$ cat config.mk
export PLATFORM = sky130hd
export DESIGN_NAME = mmio_avalon_bridge
export DESIGN_NICKNAME = d
export VERILOG_FILES = /design/src/rtl/mmio_avalon_bridge_pkg.sv /design/src/rtl/mmio_avalon_bridge_decoder.sv /design/src/rtl/mmio_avalon_bridge.sv
export SDC_FILE = /design/constraint.sdc
export NUM_CORES = 1
export LEC_CHECK = 0
export ABC_AREA = 0
export ABC_CLOCK_PERIOD_IN_PS = 2480
export CAP_MARGIN = 25
export CORE_MARGIN = 2
export CORE_UTILIZATION = 38
export DETAILED_ROUTE_END_ITERATION = 6
export GPL_TIMING_DRIVEN = 0
export PLACE_DENSITY_LB_ADDON = 0.12
export SYNTH_ARGS = -nofsm -noshare
export SYNTH_HDL_FRONTEND = slang
export SYNTH_SLANG_ARGS = --single-unit
$ cat constraint.sdc
create_clock -name clk -period 2.48 [get_ports clk]
set_input_delay 0.372 -clock clk [delete_from_list [all_inputs] [get_ports clk]]
set_output_delay 0.372 -clock clk [all_outputs]
set_load 0.03 [all_outputs]
$ cat src/rtl/mmio_avalon_bridge_pkg.sv
// Shared definitions for the MEM-stage MMIO bridge: FSM encoding, counter width,
// default UART window and an index-width helper.
package mmio_avalon_bridge_pkg;

  typedef enum logic [1:0] {
    ST_IDLE   = 2'd0,
    ST_ACCESS = 2'd1,
    ST_DONE   = 2'd2
  } state_e;

  localparam int          MMIO_TIMEOUT_W = 8;
  localparam logic [31:0] UART_BASE      = 32'h0000_0100;

  // Width of an index over n items; never zero so ports stay legal for n == 1.
  function automatic int idx_w(input int n);
    return (n > 1) ? $clog2(n) : 1;
  endfunction

endpackage

$ cat src/rtl/mmio_avalon_bridge_decoder.sv
// Combinational window decode: byte address -> hit, channel index, word offset.
module mmio_addr_decoder
  import mmio_avalon_bridge_pkg::*;
#(
  parameter int          N_CH      = 2,
  parameter logic [31:0] BASE_ADDR = UART_BASE,
  parameter int          WIN_BYTES = 8,
  parameter int          CH_W      = idx_w(N_CH),
  parameter int          OFF_W     = idx_w(WIN_BYTES / 4)
) (
  input  logic             req_valid,
  input  logic             req_read,
  input  logic             req_write,
  input  logic [31:0]      req_addr,
  output logic             hit,
  output logic [CH_W-1:0]  ch,
  output logic [OFF_W-1:0] offset
);

  localparam int          WIN_LSB = $clog2(WIN_BYTES);
  localparam logic [32:0] LO      = {1'b0, BASE_ADDR};
  localparam logic [32:0] HI      = LO + 33'(N_CH * WIN_BYTES);

  logic [31:0] rel;
  logic        in_range;
  logic        unused_bits;

  // 33-bit compare so a window ending at 4 GiB does not wrap.
  assign in_range    = ({1'b0, req_addr} >= LO) && ({1'b0, req_addr} < HI);
  assign hit         = req_valid & (req_read | req_write) & in_range;
  assign rel         = req_addr - BASE_ADDR;
  assign unused_bits = ^{rel, req_addr};

  generate
    if (N_CH > 1) begin : g_ch
      assign ch = rel[WIN_LSB +: CH_W];
    end else begin : g_ch_single
      assign ch = '0;
    end
    if (WIN_BYTES > 4) begin : g_off
      assign offset = req_addr[WIN_LSB-1:2];
    end else begin : g_off_single
      assign offset = '0;
    end
  endgenerate

endmodule

$ cat src/rtl/mmio_avalon_bridge.sv
// MEM-stage bridge from core loads/stores to N Avalon-MM slaves: registered
// IDLE/ACCESS/DONE handshake with a saturating timeout that raises bus_error.
module mmio_avalon_bridge
  import mmio_avalon_bridge_pkg::*;
#(
  parameter int          N_CH      = 2,
  parameter int          DATA_W    = 32,
  parameter logic [31:0] BASE_ADDR = UART_BASE,
  parameter int          WIN_BYTES = 8,
  parameter int          TIMEOUT   = 255
) (
  input  logic                            clk,
  input  logic                            rst_n,
  input  logic                            req_valid,
  input  logic                            req_read,
  input  logic                            req_write,
  input  logic [31:0]                     req_addr,
  input  logic [DATA_W-1:0]               req_wdata,
  input  logic                            pipe_advance,
  output logic                            hit,
  output logic                            core_stall,
  output logic                            rsp_valid,
  output logic [DATA_W-1:0]               rsp_rdata,
  output logic                            bus_error,
  output logic [N_CH-1:0]                 av_chipselect,
  output logic [idx_w(WIN_BYTES/4)-1:0]   av_address,
  output logic                            av_read_n,
  output logic                            av_write_n,
  output logic [DATA_W-1:0]               av_writedata,
  input  logic [N_CH*DATA_W-1:0]          av_readdata,
  input  logic [N_CH-1:0]                 av_waitrequest
);

  localparam int CH_W  = idx_w(N_CH);
  localparam int OFF_W = idx_w(WIN_BYTES / 4);

  state_e                    state_q, state_d;
  logic [MMIO_TIMEOUT_W-1:0] cnt_q, cnt_d;
  logic [CH_W-1:0]           ch_q, ch_d, dec_ch;
  logic [OFF_W-1:0]          off_q, off_d, dec_off;
  logic [DATA_W-1:0]         wdata_q, wdata_d;
  logic [DATA_W-1:0]         rdata_q, rdata_d;
  logic                      wr_q, wr_d;
  logic                      err_q, err_d;
  logic [DATA_W-1:0]         rd_sel;
  logic                      wait_sel;

  mmio_addr_decoder #(
    .N_CH      (N_CH),
    .BASE_ADDR (BASE_ADDR),
    .WIN_BYTES (WIN_BYTES),
    .CH_W      (CH_W),
    .OFF_W     (OFF_W)
  ) u_dec (
    .req_valid (req_valid),
    .req_read  (req_read),
    .req_write (req_write),
    .req_addr  (req_addr),
    .hit       (hit),
    .ch        (dec_ch),
    .offset    (dec_off)
  );

  // Only the latched channel's wait/data matter; other channels are ignored.
  assign rd_sel   = av_readdata[int'(ch_q)*DATA_W +: DATA_W];
  assign wait_sel = av_waitrequest[ch_q];

  always_ff @(posedge clk) begin
    if (!rst_n) begin
      state_q <= ST_IDLE;
      cnt_q   <= '0;
      ch_q    <= '0;
      off_q   <= '0;
      wdata_q <= '0;
      rdata_q <= '0;
      wr_q    <= 1'b0;
      err_q   <= 1'b0;
    end else begin
      state_q <= state_d;
      cnt_q   <= cnt_d;
      ch_q    <= ch_d;
      off_q   <= off_d;
      wdata_q <= wdata_d;
      rdata_q <= rdata_d;
      wr_q    <= wr_d;
      err_q   <= err_d;
    end
  end

  always_comb begin
    state_d = state_q;
    cnt_d   = cnt_q;
    ch_d    = ch_q;
    off_d   = off_q;
    wdata_d = wdata_q;
    rdata_d = rdata_q;
    wr_d    = wr_q;
    err_d   = 1'b0;
    case (state_q)
      ST_IDLE: begin
        if (hit) begin
          ch_d    = dec_ch;
          off_d   = dec_off;
          wdata_d = req_wdata;
          wr_d    = req_write;
          cnt_d   = '0;
          state_d = ST_ACCESS;
        end
      end
      ST_ACCESS: begin
        // cnt_q counts completed wait cycles, so the abort lands on ACCESS cycle TIMEOUT.
        if (!wait_sel) begin
          rdata_d = wr_q ? '0 : rd_sel;
          state_d = ST_DONE;
        end else if (int'(cnt_q) + 1 >= TIMEOUT) begin
          rdata_d = '0;
          err_d   = 1'b1;
          state_d = ST_DONE;
        end else begin
          cnt_d = (&cnt_q) ? cnt_q : cnt_q + 1'b1;
        end
      end
      ST_DONE: begin
        if (pipe_advance) state_d = ST_IDLE;
      end
      default: state_d = ST_IDLE;
    endcase
  end

  always_comb begin
    av_chipselect = '0;
    for (int i = 0; i < N_CH; i++)
      av_chipselect[i] = (state_q == ST_ACCESS) && (ch_q == CH_W'(i));
  end

  assign av_read_n    = !((state_q == ST_ACCESS) && !wr_q);
  assign av_write_n   = !((state_q == ST_ACCESS) &&  wr_q);
  assign av_address   = off_q;
  assign av_writedata = wdata_q;
  assign rsp_valid    = (state_q == ST_DONE);
  assign rsp_rdata    = rdata_q;
  assign bus_error    = err_q;
  assign core_stall   = ((state_q == ST_IDLE) && hit) || (state_q == ST_ACCESS);

endmodule

==> metrics.txt <==
status finished, final reports clean; Fin Setup TNS 0 ns; Pre-Repair DR Iteration Count 4; Mean Syn Cell Area 10.89 um^2; Initial Utilization 39.01%; Root Buffer clkbuf_8; FF/Latch Area 1562 um^2; worst slew pin tran 0.7798 ns; main combinational cell family by area after synthesis compound AO/OA/AOI/OAI gates; YS warnings 0; Required @ worst endpoint 2.11 ns; Post-Route Skew 0.008642 ns; GRT Total Usage 20.63%; slowest stage delay, CP 0.42 ns; Synth Area in Simple Gates 12.57%; multiplexer area fraction after synthesis 18.88%; Mapped Area 3605 um^2; DPL Wire Length 8545 um; Critical Path Sink Type output pin; # IOs 209; initial antenna violation count 0; Crit. Startpoint req_addr[10]; slowest CP cell clkdlybuf4s50_1; area of the multi-input gates 1939 um^2; count of different cell masters after synthesis 52; Adder-Cell Fraction of Synth Area 0.6942%; Power Dens Cells 401.5 nW/um^2; relative slew slack 47.61%; Worst Path Max Fanout 4; Placer Congestion 0.8838; final core occ 66.24%; VDD IR max 0.2389 mV; final cell count without fillers 683; Filler Cell Count 747; min cycle time layout 2.413 ns; ys async rst share 0%; Total Wirelength 10870 um; # diodes 0; arrival time at the worst endpoint 2.04 ns; Synth area leaders dfxtp_1, mux2i_1, o2bb2ai_2, nor2_1, buf_6; CTS tree built; vias in the first global route 3372; number of synthesized flops with an enable pin 0; Synth Area in Compound Gates 19.61%; top post-synthesis cells by count dfxtp_1, mux2i_1, nor2_1, o2bb2ai_2, nand2_1; area leader, netlist dfxtp_1; clock-pin slew on the worst setup and hold paths 0.09 ns; post-synth top area share 43.32%; port buffer count 206; Hold WS 0.4752 ns; crit path launch type input pin; Placed Cells 666; H-tree Lvls 3; number of synthesized register bits 78; sequential fraction of the synthesis area 43.32%; synthesis-to-layout area growth 69.80%; syn_nets 469; Die Height 101.4 um; Slew Viols, Final 0; share of cells above drive strength 1 14.08%; # DRC 0; Hold Path Class flop to flop; Post-Synth XOR/XNOR Area 0.6942%; cell breakdown of the critical path clkdlybuf4s50_1 > nor3_1 > nand4_1 > nor4b_2 > buf_4 > buf_12 > or2_1 > buf_6; via count 3342; DR iter-0 viols 50; Pleak 2.156 nW; Die ar. 10280 um^2; Post-synth top flop dfxtp_1; RR Startpoint cnt_q[0]$_SDFFE_PN0P_; Post-Syn Instances 331; ANT nets after route 0; final net count 687; GRT overflow 0; Setup-failing EPs final 0; final hold violations 0; max frequency 0.4144 GHz; Final Cell Area 6121 um^2; Hold Startpoint rsp_rdata[10]$_SDFFE_PN0P_; wire length per cell 15.92 um; clock buffer count from CTS 9; core box area 9240 um^2; insertion delay to the later sink of the worst-skew pair 0.35 ns; Crit Path Category input pin to output pin; max-cap viol count 0; top-count cell post-synth dfxtp_1; # hold bufs at CTS 0; Max Root-Sink Buffers 2; CTS Sinks 78; Placement Cell Area 5828 um^2; Final period util 97.31%; via/cell ratio 4.893; largest net degree at the start of global routing 19; FP Rows 35; Die X 101.4 um; first-pass GRT wire length 16590 um
-- placed cells by master (no fill, tap or decap), types with 6 or more instances in the layout --
| master | instances |
|---|---|
| nand2_1 | 12 |
| clkdlybuf4s50_1 | 190 |
| dfxtp_1 | 78 |
| dlymetal6s2s_1 | 14 |
| clkbuf_1 | 10 |
| mux2i_1 | 68 |
| inv_1 | 6 |
| clkbuf_8 | 9 |
| o2bb2ai_2 | 30 |
| nor2_1 | 44 |
-- worst max-delay path: cells and delay by family --
kind / cells / cell delay [ns]
buffers and inverters: 4 / 0.81
and+or+nand+nor: 4 / 0.85
-- registers in the layout, indices dropped and copies added, names as in the netlist --
| register | count |
|---|---|
| av_address | 1 |
| av_writedata | 32 |
| bus_error | 1 |
| ch_q | 1 |
| cnt_q | 8 |
| rsp_rdata | 32 |
| state_q | 2 |
| wr_q | 1 |
-- timing repair --
item	CTS	global route
endpoints found under the setup margin	4	1
gates resized for setup	4	28
buffers inserted	1	1
pin swaps	0	8
gates cloned	0	0
-- cell type report --
type	instances	area share [%]
repair buffers	208	34.51
plain buffers	21	2.208
multi-input cells	225	31.68
flip-flops and latches	78	25.51
clock inverters	7	1.063
well taps	129	2.637
clock buffers	9	2.024
inverters	6	0.3679
-- final timing paths --
kind                           endpoint  slack [ns]  depth (start not counted)
max                          core_stall        0.07                          8
min          rsp_rdata[10]$_SDFFE_PN0P_        0.48                          1
max reg2reg  rsp_rdata[23]$_SDFFE_PN0P_        0.25                          8
min reg2reg  rsp_rdata[10]$_SDFFE_PN0P_        0.48                          1
-- power breakdown --
group          internal [W]      switching, W
Sequential          0.00125  0.00000000000100
Combinational      0.000204         0.0000801
Clock              0.000390          0.000532
-- routing by layer --
metal / GRT usage [%] / up-vias / share of wire (%)
met5: 0 / - / 0
met4: 8.316 / 0 / 2.6
met3: 6.211 / 23 / 6.4
met2: 36.63 / 102 / 53
met1: 23.01 / 1573 / 38
li1: - / 1644 / -
-- through the flow --
step | setup slack [ns] | total power [W]
2_1_floorplan | 0.3768 | 0.001337
3_3_place_gp | -0.7667 | 0.001557
3_5_place_dp | -0.7494 | 0.001561
4_1_cts | -0.2419 | 0.002482
5_1_grt | -0.001717 | 0.002554
6_report | 0.06683 | 0.002457
-- cells by family after synthesis --
logic type               after synthesis
buffers and inverters                 28
flip-flops                            78
multiplexers                          68
AO/OA/AOI/OAI                         61
AND/OR/NAND/NOR                       92
adder cells (fa/ha/maj)                2
XOR/XNOR                               2
No activity file was read; power rests on OpenSTA's default activity.
